--- src/rtl/alu_pkg.sv ---
`default_nettype none
// ============================================================================
//  Module      : alu_pkg
//  Description : Package shared by the ALU, decode and the sequential
//                multiplier. It holds the ALU opcode encodings and the
//                multiplier FSM state type.
//  Revision    : 1.0 - initial release
// ============================================================================
package alu_pkg;

   // ALU opcode encodings. 3'b111 is reserved.
   localparam logic [2:0] ALU_OP_AND = 3'b000;
   localparam logic [2:0] ALU_OP_ADD = 3'b001;
   localparam logic [2:0] ALU_OP_SUB = 3'b010;
   localparam logic [2:0] ALU_OP_SLT = 3'b011;
   localparam logic [2:0] ALU_OP_SRL = 3'b100;
   localparam logic [2:0] ALU_OP_SRA = 3'b101;
   localparam logic [2:0] ALU_OP_SLL = 3'b110;

   // Multiplier sequencing states
   typedef enum logic [1:0] {
      IDLE = 2'd0,
      ITER = 2'd1,
      DONE = 2'd2
   } mul_state_t;

endpackage : alu_pkg
`default_nettype wire

--- src/rtl/alu_mul_seq.sv ---
`default_nettype none
// ============================================================================
//  Module      : alu_mul_seq
//  Description : Multicycle unsigned WIDTH x WIDTH -> 2*WIDTH shift-add
//                multiplier. It borrows the shared combinational ALU for
//                the per-bit accumulate: it drives alu_x/alu_y with ADD and
//                consumes alu_z plus the carry-out. It retires one multiplier
//                bit per cycle.
//                Optional build macro: ALU_MUL_EARLY_EXIT_EN. When it is
//                defined, the FSM finishes as soon as the remaining
//                multiplier bits are all zero. The pending shifts are
//                applied in a single step, so the result is unchanged.
//  Revision    : 1.0 - initial release
// ============================================================================
module alu_mul_seq
   import alu_pkg::*;
#(
   parameter int WIDTH = 32,
   parameter int CNT_W = $clog2(WIDTH) + 1
) (
   input  logic             clk,
   input  logic             rst_n,
   input  logic             start,
   input  logic [WIDTH-1:0] a,
   input  logic [WIDTH-1:0] b,
   output logic             ready,
   output logic             busy,
   output logic             done,
   output logic [WIDTH-1:0] prod_hi,
   output logic [WIDTH-1:0] prod_lo,
   output logic [WIDTH-1:0] alu_x,
   output logic [WIDTH-1:0] alu_y,
   output logic [2:0]       alu_op,
   input  logic [WIDTH-1:0] alu_z,
   input  logic             alu_overflow
);

   mul_state_t       state_q, state_d;
   logic [WIDTH-1:0] hi_q, hi_d;
   logic [WIDTH-1:0] lo_q, lo_d;
   logic [WIDTH-1:0] mcand_q, mcand_d;
   logic [WIDTH-1:0] mplier_q, mplier_d;
   logic [CNT_W-1:0] cnt_q, cnt_d;

   // 33-bit partial sum: ALU result with carry when the current bit is set.
   logic [WIDTH:0]     sum;
   // {hi,lo} after one right shift with the partial sum shifted in on top.
   logic [2*WIDTH-1:0] step;

   // State and datapath registers; async reset abandons any operation in flight
   always_ff @(posedge clk or negedge rst_n) begin
      if (!rst_n) begin
         state_q  <= IDLE;
         hi_q     <= '0;
         lo_q     <= '0;
         mcand_q  <= '0;
         mplier_q <= '0;
         cnt_q    <= '0;
      end else begin
         state_q  <= state_d;
         hi_q     <= hi_d;
         lo_q     <= lo_d;
         mcand_q  <= mcand_d;
         mplier_q <= mplier_d;
         cnt_q    <= cnt_d;
      end
   end

   // Next-state, datapath update and output decode
   always_comb begin
      state_d  = state_q;
      hi_d     = hi_q;
      lo_d     = lo_q;
      mcand_d  = mcand_q;
      mplier_d = mplier_q;
      cnt_d    = cnt_q;

      ready    = 1'b0;
      busy     = 1'b0;
      done     = 1'b0;
      alu_x    = '0;
      alu_y    = '0;
      alu_op   = ALU_OP_ADD;
      prod_hi  = hi_q;
      prod_lo  = lo_q;

      sum  = mplier_q[0] ? {alu_overflow, alu_z} : {1'b0, hi_q};
      step = {sum, lo_q[WIDTH-1:1]};

      case (state_q)
         IDLE: begin
            ready = 1'b1;
            if (start) begin
               mcand_d  = a;
               mplier_d = b;
               hi_d     = '0;
               lo_d     = '0;
               cnt_d    = CNT_W'(WIDTH);
               state_d  = ITER;
            end
         end

         ITER: begin
            busy     = 1'b1;
            alu_x    = hi_q;
            alu_y    = mcand_q;
            {hi_d, lo_d} = step;
            mplier_d = mplier_q >> 1;
            cnt_d    = cnt_q - CNT_W'(1);
            if (cnt_q == CNT_W'(1)) begin
               state_d = DONE;
            end
`ifdef ALU_MUL_EARLY_EXIT_EN
            // No set bits left: the remaining cnt-1 iterations would only
            // shift right, so apply them in one step.
            if (mplier_d == '0) begin
               {hi_d, lo_d} = step >> (cnt_q - CNT_W'(1));
               state_d      = DONE;
            end
`endif
         end

         DONE: begin
            done    = 1'b1;
            state_d = IDLE;
         end

         default: begin
            state_d = IDLE;
         end
      endcase
   end

endmodule : alu_mul_seq
`default_nettype wire

--- config.mk ---
export PLATFORM = sky130hd
export DESIGN_NAME = alu_mul_seq
export DESIGN_NICKNAME = d
export VERILOG_FILES = /design/src/rtl/alu_pkg.sv /design/src/rtl/alu_mul_seq.sv
export SDC_FILE = /design/constraint.sdc
export NUM_CORES = 1
export LEC_CHECK = 0
export ABC_AREA = 1
export ABC_CLOCK_PERIOD_IN_PS = 3100
export CAP_MARGIN = 20
export CORE_MARGIN = 2
export CORE_UTILIZATION = 47
export DETAILED_ROUTE_END_ITERATION = 12
export PLACE_DENSITY_LB_ADDON = 0.12
export REMOVE_ABC_BUFFERS = 1
export SYNTH_ARGS = -nofsm -noshare
export SYNTH_HDL_FRONTEND = slang
export SYNTH_SLANG_ARGS = --single-unit
--- constraint.sdc ---
create_clock -name clk -period 3.1 [get_ports clk]
set_clock_uncertainty 0.2 [all_clocks]
set_input_delay 0.93 -clock clk [delete_from_list [all_inputs] [get_ports clk]]
set_output_delay 0.93 -clock clk [all_outputs]
set_load 0.02 [all_outputs]
==> qor_table.md, run 1 <==
| Step | Metric | This run |
|---|---|---|
| worst hold path | Worst min-delay path category | flip-flop to flip-flop |
| worst setup path | Source of the critical timing path | state_q[1] |
| sta | Clock period minus worst slack | 3.04 ns |
| route | Post-detailed-route via-to-cell ratio | 4.89 |
| sta | Final Setup Violations | 0 |
| synth | Synthesis-stage register bit count | 136 |
| worst setup path | Largest fanout of any net on the critical path | 23 |
| global routing | Total global routing track utilization | 23.8% |
| clock tree | Clock tree from TritonCTS | yes |
| clock tree | CTS buffer count | 17 |
| worst setup path | Length in cells of the worst reg-to-reg path | 7 |
| die | Die X | 117 um |
| placement | Final weighted congestion of routability-driven global placement | 0.873 |
| synth | Post-synthesis area per instance | 8.45 um^2 |
| power and ir drop | LEAKAGE | 4.28 nW |
| clock tree | Clk sinks | 136 |
| placement | Placed wire-length estimate after detailed placement | 11200 um |
| layout | Layout cells sized above 1 | 5.44% |
| worst hold path | Terminating pin of the worst hold path | mplier_q[31] |
| sta | Final number of hold-violating endpoints | 0 |
| clock tree | Root Buffer Master | clkbuf_16 |
| worst setup path | Critical-path cell list | inv_1 -> nand2_8 -> nor2_1 -> clkdlybuf4s50_1 |
| die | Core box area | 12500 um^2 |
| placement | Post-placement cell area | 8380 um^2 |
| placement | Count of input and output buffers | 230 |
| layout | Fill cell instance count of the final layout | 1045 |
| die | Starting utilization of the core area | 47.9% |
| route | WL/cell | 14.2 um |
| power and ir drop | Total power | 11.0 mW |
| clock tree | CTS H-tree lvls | 4 |
| sta | Max-slew violation count | 0 |
| run | Max-capacitance violation count | 0 |
| sta | Least-Margin Pin Slew | 0.877 ns |
| synth | Post-synth design cell area | 5990 um^2 |
| route | Number of nets with antenna violations after detailed routing | 0 |
| worst hold path | Hold Path Origin | mplier_q[31] |
| worst setup path | Worst flop-to-flop path endpoint | mplier_q[29] |
| worst setup path | Critical Path Start Type | flip-flop |
| layout | Layout Nets | 1027 |
| die | Boundary Pins | 234 |
| worst setup path | Slowest cell on crit path | clkdlybuf4s50_1 |
| die | DIE HEIGHT | 117 um |
| worst setup path | Critical Path Max Stage Delay | 0.61 ns |
| worst setup path | Gate family responsible for the most delay along the worst path | buffers and inverters |
| route | Routed via count | 5433 |
| sta | Achievable frequency | 0.329 GHz |
| global routing | Total grt overflow | 0 |
| worst setup path | Worst path required time | 1.97 ns |
| sta | Rel. slew slack | 41.4% |
| clock tree | Clock edge transition at the registers on the reported setup and hold paths | 0.06 ns |
| layout | Relative area change from synthesis to final layout | 50.2% |
| synth | YS warnings | 0 |
| global routing | Via count of the first global-routing pass | 5266 |
| route | Iteration-0 DRC Markers | 452 |
| global routing | Wire length of the first global-routing pass | 25200 um |
| route | Residual DRC | 0 |
| power and ir drop | Power density relative to cell area | 1230 nW/um^2 |
| worst setup path | Kind of capture point of the worst setup path | output port |
| synth | Fraction of the yosys area taken by sequential cells | 56.8% |
| sta | Final sum of negative setup slack | 0 ns |
| worst setup path | Kind of critical path | flip-flop to output port |
| synth | Number of unique standard cell types used by synthesis | 20 |
| sta | RSZ-0062 raised after global routing | false |
| synth | Number of instances in the synthesized netlist | 709 |
| route | Wirelength, routed | 15800 um |
| worst hold path | Depth of the worst hold-timing path | 2 |
| clock tree | Maximum buffer depth of the clock tree | 2 |
| die | Number of placement rows | 41 |
| global routing | Pin count of the biggest net entering global routing | 137 |
| status | Run status | completed |
| die | Die Outline Area | 13700 um^2 |
| power and ir drop | Peak ir drop on the vdd network | 0.632 mV |
| layout | Final design area excluding fillers | 9000 um^2 |
| worst setup path | Startpoint of the most critical register-to-register path | state_q[1] |
| layout | Number of antenna repair diodes | 0 |
| worst setup path | Arrival time at the worst endpoint | 1.91 ns |
| worst setup path | Worst reg-to-reg setup slack | 1.00 ns |
| route | Iteration count of the initial detailed-routing pass | 5 |
| global routing | Number of antenna violations at the first check in global routing | 0 |
| sta | Final cycle utilization of the critical path | 98.2% |
| worst setup path | Total buffers and inverters traversed by the critical path | 2 |
| clock tree | Clock insertion delay at the later pin of the skew report | 0.42 ns |
| layout | Final core utilization | 71.9% |
[where the power goes]
group / internal [mW] / switching (mW)
Sequential: 2.64 / 0.429
Clock: 1.55 / 0.715
Combinational: 2.26 / 3.42
[layer usage]
| layer | up-vias | part of all wire, % | track usage [%] |
|---|---|---|---|
| li1 | 2677 | - | - |
| met1 | 2506 | 41 | 30.0 |
| met5 | - | 0 | 0 |
| met3 | 17 | 8.4 | 6.08 |
| met4 | 0 | 1.5 | 9.18 |
| met2 | 233 | 49 | 39.8 |
[tightest hold or removal path, cell delays in order, from the launching register on]
cell	delay [ns]
dfrtp_1	0.34
nand2_1	0.05
nand2_1	0.05
[through the flow]
| stage | setup slack, ns | instances | hold slack (ns) |
|---|---|---|---|
| after global routing | 0.00228 | 1110 | 0.309 |
| after floorplan | -1.68 | 664 | 0.242 |
| after detailed placement | 0.222 | 1078 | 0.267 |
| after global placement | 0.307 | 1078 | 0.255 |
| final | 0.0562 | 1110 | 0.277 |
| after CTS | 0.0132 | 1110 | 0.281 |
[Yosys cell counts, drive strengths merged]
master	number	area, um^2
nand2	141	534
dfrtp	136	3400
inv	105	394
o21ai	101	505
nor2	75	287
buf	36	250
nand3	35	175
a21oi	34	170
o22ai	31	194
clkbuf	10	40.0
conb	2	7.51
ha	2	25.0
nand4	1	6.26
[flip-flops by register name (all words and copies together) (netlist names)]
| signal | count |
|---|---|
| cnt_q | 6 |
| mcand_q | 32 |
| mplier_q | 32 |
| prod_hi | 32 |
| prod_lo | 32 |
| state_q | 2 |
[cell type report]
cell class | instances | area [um^2] | area share, %
flip-flops and latches | 136 | 3400 | 37.8
repair buffers | 242 | 2390 | 26.5
multi-input cells | 423 | 1920 | 21.4
clock buffers | 25 | 515 | 5.73
inverters | 105 | 394 | 4.38
well taps | 172 | 215 | 2.39
clock inverters | 7 | 160 | 1.78
[cell families (layout without fill, tap and decap cells)]
group | count (synthesis) | in the layout | share of synthesized area (%)
flip-flops | 136 | 136 | 56.8
buffers and inverters | 151 | 379 | 11.4
adder cells (fa/ha/maj) | 2 | 2 | 0.418
AND/OR/NAND/NOR | 252 | 252 | 16.7
AO/OA/AOI/OAI | 166 | 166 | 14.5
other | 2 | 3 | 0.125
[worst max path at each step]
stage,end,slack [ns],cells past startpoint
5_1_grt,alu_x[1],0.002,4
2_1_floorplan,prod_lo[0],-1.68,6
6_report,alu_x[1],0.06,4
4_1_cts,alu_x[3],0.01,4
3_5_place_dp,alu_y[21],0.22,5
3_3_place_gp,alu_x[16],0.31,5
[cell usage in the layout (no fill, tap or decap)]
cell type / netlist / final
nand2_1: 139 / 138
nor2_2: 2 / 2
clkinv_2: 0 / 2
clkbuf_8: 0 / 6
nor2_1: 73 / 73
nand2_8: 0 / 1
dlygate4sd2_1: 0 / 59
o21ai_1: 24 / 24
a21oi_1: 34 / 34
dlymetal6s2s_1: 0 / 3
conb_1: 2 / 3
ha_1: 2 / 2
bufinv_16: 0 / 5
buf_12: 0 / 5
dfrtp_1: 136 / 136
inv_2: 3 / 3
nand3_1: 35 / 35
o22ai_1: 31 / 31
clkbuf_1: 8 / 2
clkbuf_16: 0 / 17
inv_1: 102 / 102
nand2_2: 2 / 2
clkdlybuf4s50_1: 0 / 167
o21ai_0: 77 / 77
buf_4: 3 / 8
nand4_1: 1 / 1
[what timing repair did]
item / in CTS / in global routing
setup buffers: 0 / 0
hold endpoints to repair: 0 / 0
resized for setup: 60 / 3
hold buffers: 0 / 0
setup endpoints to repair: 59 / 3
No activity file was read; power rests on OpenSTA's default activity.
==> run 2: changes to the inputs <==
--- a/config.mk
+++ b/config.mk
@@ -11,6 +11,7 @@
 export CORE_MARGIN = 2
 export CORE_UTILIZATION = 47
 export DETAILED_ROUTE_END_ITERATION = 12
+export GPL_ROUTABILITY_DRIVEN = 1
 export PLACE_DENSITY_LB_ADDON = 0.12
 export REMOVE_ABC_BUFFERS = 1
 export SYNTH_ARGS = -nofsm -noshare
==> results of run 2 <==
No change in the layout: final DEF, timing and power equal those of run 1.
==> run 3: changes to the inputs <==
--- a/config.mk
+++ b/config.mk
@@ -9,7 +9,7 @@
 export ABC_CLOCK_PERIOD_IN_PS = 3100
 export CAP_MARGIN = 20
 export CORE_MARGIN = 2
-export CORE_UTILIZATION = 47
+export CORE_UTILIZATION = 40
 export DETAILED_ROUTE_END_ITERATION = 12
 export GPL_ROUTABILITY_DRIVEN = 1
 export PLACE_DENSITY_LB_ADDON = 0.12
@@ -17,3 +17,4 @@
 export SYNTH_ARGS = -nofsm -noshare
 export SYNTH_HDL_FRONTEND = slang
 export SYNTH_SLANG_ARGS = --single-unit
+export TNS_END_PERCENT = 100
==> run 3 against run 2 <==
Against the previous run:
- core utilization is 10 points lower
- clock power fell by 13%
- critical path type unchanged
- total power down 2.7%
- critical endpoint is now alu_x[8]
- worst setup slack better by 0.064 ns
- critical path depth grew 1
- largest cell class unchanged
- via count hardly changed
==> qor_table.md, run 3 (same netlist as run 1, synthesis figures left out) <==
| Step | Metric | This run | vs previous |
|---|---|---|---|
| die | Core box area | 14600 um^2 | +17% |
| placement | Final weighted congestion of routability-driven global placement | 0.914 | +4.7% |
| clock tree | Clk sinks | 136 | unchanged |
| clock tree | Clock insertion delay at the later pin of the skew report | 0.42 ns | about the same |
| clock tree | Post-CTS Setup Inserts | 0 | unchanged |
| die | DIE HEIGHT | 126 um | +8.1% |
| clock tree | Clock edge transition at the registers on the reported setup and hold paths | 0.06 ns | about the same |
| route | Highest signal layer in the routed design | met4 |  |
| layout | Fill cell instance count of the final layout | 1256 | +20% |
| layout | Layout cells sized above 1 | 5.64% | +0.21 points |
| die | Die X | 126 um | +8.1% |
| route | WL/cell | 14.2 um | +0.27% |
| placement | Cells after DPL | 1092 | +1.3% |
| die | Number of placement rows | 44 | +7.3% |
| power and ir drop | Power density relative to cell area | 1200 nW/um^2 | -2.3% |
| clock tree | CTS H-tree lvls | 4 | unchanged |
| placement | Worst-case setup slack after placement | 0.277 ns | +0.0550 ns |
| global routing | Number of antenna violations at the first check in global routing | 0 | unchanged |
| sta | Least-Margin Pin Slew | 0.745 ns | -0.133 ns |
| worst hold path | Worst min-delay path category | flip-flop to flip-flop |  |
| worst setup path | Kind of capture point of the worst setup path | output port |  |
| power and ir drop | Peak ir drop on the vdd network | 0.459 mV | -27% |
| sta | Final cycle utilization of the critical path | 96.1% | -2.1 points |
| route | Iteration-0 DRC Markers | 299 | -34% |
| worst hold path | Hold Path Origin | mplier_q[31] |  |
| placement | Placed wire-length estimate after detailed placement | 11400 um | +2.4% |
| route | Post-detailed-route via-to-cell ratio | 4.84 | -1.1% |
| route | Routed wl met3 | 1320 um | about the same |
| layout | Relative area change from synthesis to final layout | 49.6% |  |
| sta | Max-slew violation count | 0 | unchanged |
| worst hold path | Depth of the worst hold-timing path | 2 | unchanged |
| worst setup path | Worst reg-to-reg setup slack | 1.13 ns | +0.13 ns |
| clock tree | Maximum buffer depth of the clock tree | 2 | unchanged |
| layout | Final core utilization | 61.5% | -10 points |
| power and ir drop | Total power | 10.7 mW | -2.7% |
| worst setup path | Critical Path Start Type | flip-flop |  |
| layout | Number of antenna repair diodes | 0 | unchanged |
| layout | Layout Nets | 1029 | +0.19% |
| sta | Minimum setup slack in the final design | 0.120 ns | +0.0642 ns |
| clock tree | Clock tree from TritonCTS | yes |  |
| route | Residual DRC | 0 | unchanged |
| global routing | Pin count of the biggest net entering global routing | 67 | -51% |
| sta | Final sum of negative setup slack | 0 ns | unchanged |
| global routing | Wire length of the first global-routing pass | 25900 um | +2.7% |
| route | Number of nets with antenna violations after detailed routing | 0 | unchanged |
| global routing | Via count of the first global-routing pass | 5368 | +1.9% |
| layout | Final design area excluding fillers | 8970 um^2 | -0.36% |
| sta | Rel. slew slack | 50.3% | +8.9 points |
| worst setup path | Largest fanout of any net on the critical path | 41 | +78% |
| clock tree | Hold Buf Count CTS | 0 | unchanged |
| route | Routed via count | 5437 | +0.074% |
| sta | Final Setup Violations | 0 | unchanged |
| global routing | Total grt overflow | 0 | unchanged |
| route | Wirelength, routed | 16000 um | +1.4% |
| die | Boundary Pins | 234 | unchanged |
| clock tree | Root Buffer Master | clkbuf_16 |  |
| worst hold path | Terminating pin of the worst hold path | mplier_q[31] |  |
| die | Starting utilization of the core area | 41.1% | -6.8 points |
| worst setup path | Arrival time at the worst endpoint | 1.85 ns | -0.06 ns |
| layout | Final standard cell count with taps included and fillers excluded | 1123 | +1.2% |
| worst setup path | Startpoint of the most critical register-to-register path | state_q[1] |  |
| die | Die Outline Area | 16000 um^2 | +17% |
| placement | Post-placement cell area | 8430 um^2 | +0.55% |
| sta | Final number of hold-violating endpoints | 0 | unchanged |
| global routing | Total global routing track utilization | 20.2% | -3.7 points |
| power and ir drop | LEAKAGE | 4.33 nW | +1.1% |
| worst setup path | Length in cells of the worst reg-to-reg path | 6 | -1 |
| layout | FF/Latch Area | 3400 um^2 | unchanged |
| sta | Worst hold margin | 0.271 ns | -0.00512 ns |
| run | Max-capacitance violation count | 0 | unchanged |
| sta | Clock period minus worst slack | 2.98 ns | -0.0642 ns |
| worst setup path | Worst path required time | 1.97 ns | about the same |
| sta | Achievable frequency | 0.336 GHz | +2.2% |
| route | Amount of wire on met2 after detailed routing | 7490 um | -3.2% |
| worst setup path | Kind of critical path | flip-flop to output port |  |
| worst setup path | Worst flop-to-flop path endpoint | prod_lo[22] |  |
| clock tree | CTS buffer count | 17 | unchanged |
| route | Iteration count of the initial detailed-routing pass | 5 | unchanged |
| clock tree | Post-cts sizing count | 54 | -10% |
| status | Run status | completed |  |
| placement | Count of input and output buffers | 230 | unchanged |
| route | Sum of routed wire segments on met1 | 6850 um | +6.0% |
| layout | Commonest non-fill, non-tap cells in the layout | 165 x clkdlybuf4s50_1, 138 x nand2_1, 136 x dfrtp_1 |  |
| layout | Most common cell after layout, fill and taps aside | clkdlybuf4s50_1 |  |
| layout | Multi-input gate area in the final layout | 1920 um^2 | -0.46% |
| sta | RSZ-0062 raised after global routing | false |  |
-- run 3: cell types whose count changed in the layout (fill, tap and decap cells not counted) --
| cell | previous run | this run |
|---|---|---|
| dlymetal6s2s_1 | 3 | 10 |
| buf_12 | 5 | 6 |
| clkinvlp_4 | 0 | 1 |
| clkbuf_1 | 2 | 1 |
| clkinv_2 | 2 | 6 |
| clkbuf_8 | 6 | 4 |
| dlygate4sd2_1 | 59 | 54 |
| bufinv_16 | 5 | 2 |
| buf_6 | 0 | 1 |
| clkdlybuf4s50_1 | 167 | 165 |
| nand2_8 | 1 | 0 |
| nand2_4 | 0 | 1 |
-- run 3: power by group --
part / switching (mW) / internal, mW
Sequential: 0.414 / 2.64
Combinational: 3.42 / 2.28
Clock: 0.720 / 1.25
Total: 4.56 / 6.17
-- run 3: how the worst max path moves through the flow --
stage                    start    endpoint  slack, ns  cells after the start
finish              state_q[1]    alu_x[8]       0.12                      5
global route        state_q[1]    alu_x[8]       0.02                      5
CTS                 state_q[1]    alu_x[2]       0.02                      4
detailed placement  state_q[1]    alu_x[0]       0.28                      5
global placement    state_q[1]   alu_x[23]       0.32                      5
floorplan           state_q[1]  prod_lo[0]      -1.68                      6
-- run 3: layout make-up --
cell class | instances | share of cell area, %
repair buffers | 244 | 27.2
clock inverters | 9 | 1.09
inverters | 105 | 4.40
well taps | 184 | 2.57
clock buffers | 22 | 5.40
flip-flops and latches | 136 | 38.0
multi-input cells | 423 | 21.4
-- run 3: per-layer routing --
metal	vias up	GRT usage, %
met2	234	32.9
met1	2511	25.3
met4	0	8.34
met5	-	0
li1	2670	-
met3	22	5.74
-- run 3: worst max-delay path: stages, from the launching register on --
cell	delay (ns)
dfrtp_1	0.41
inv_1	0.12
nand2_4	0.19
buf_12	0.24
nor2_1	0.12
dlygate4sd2_1	0.34
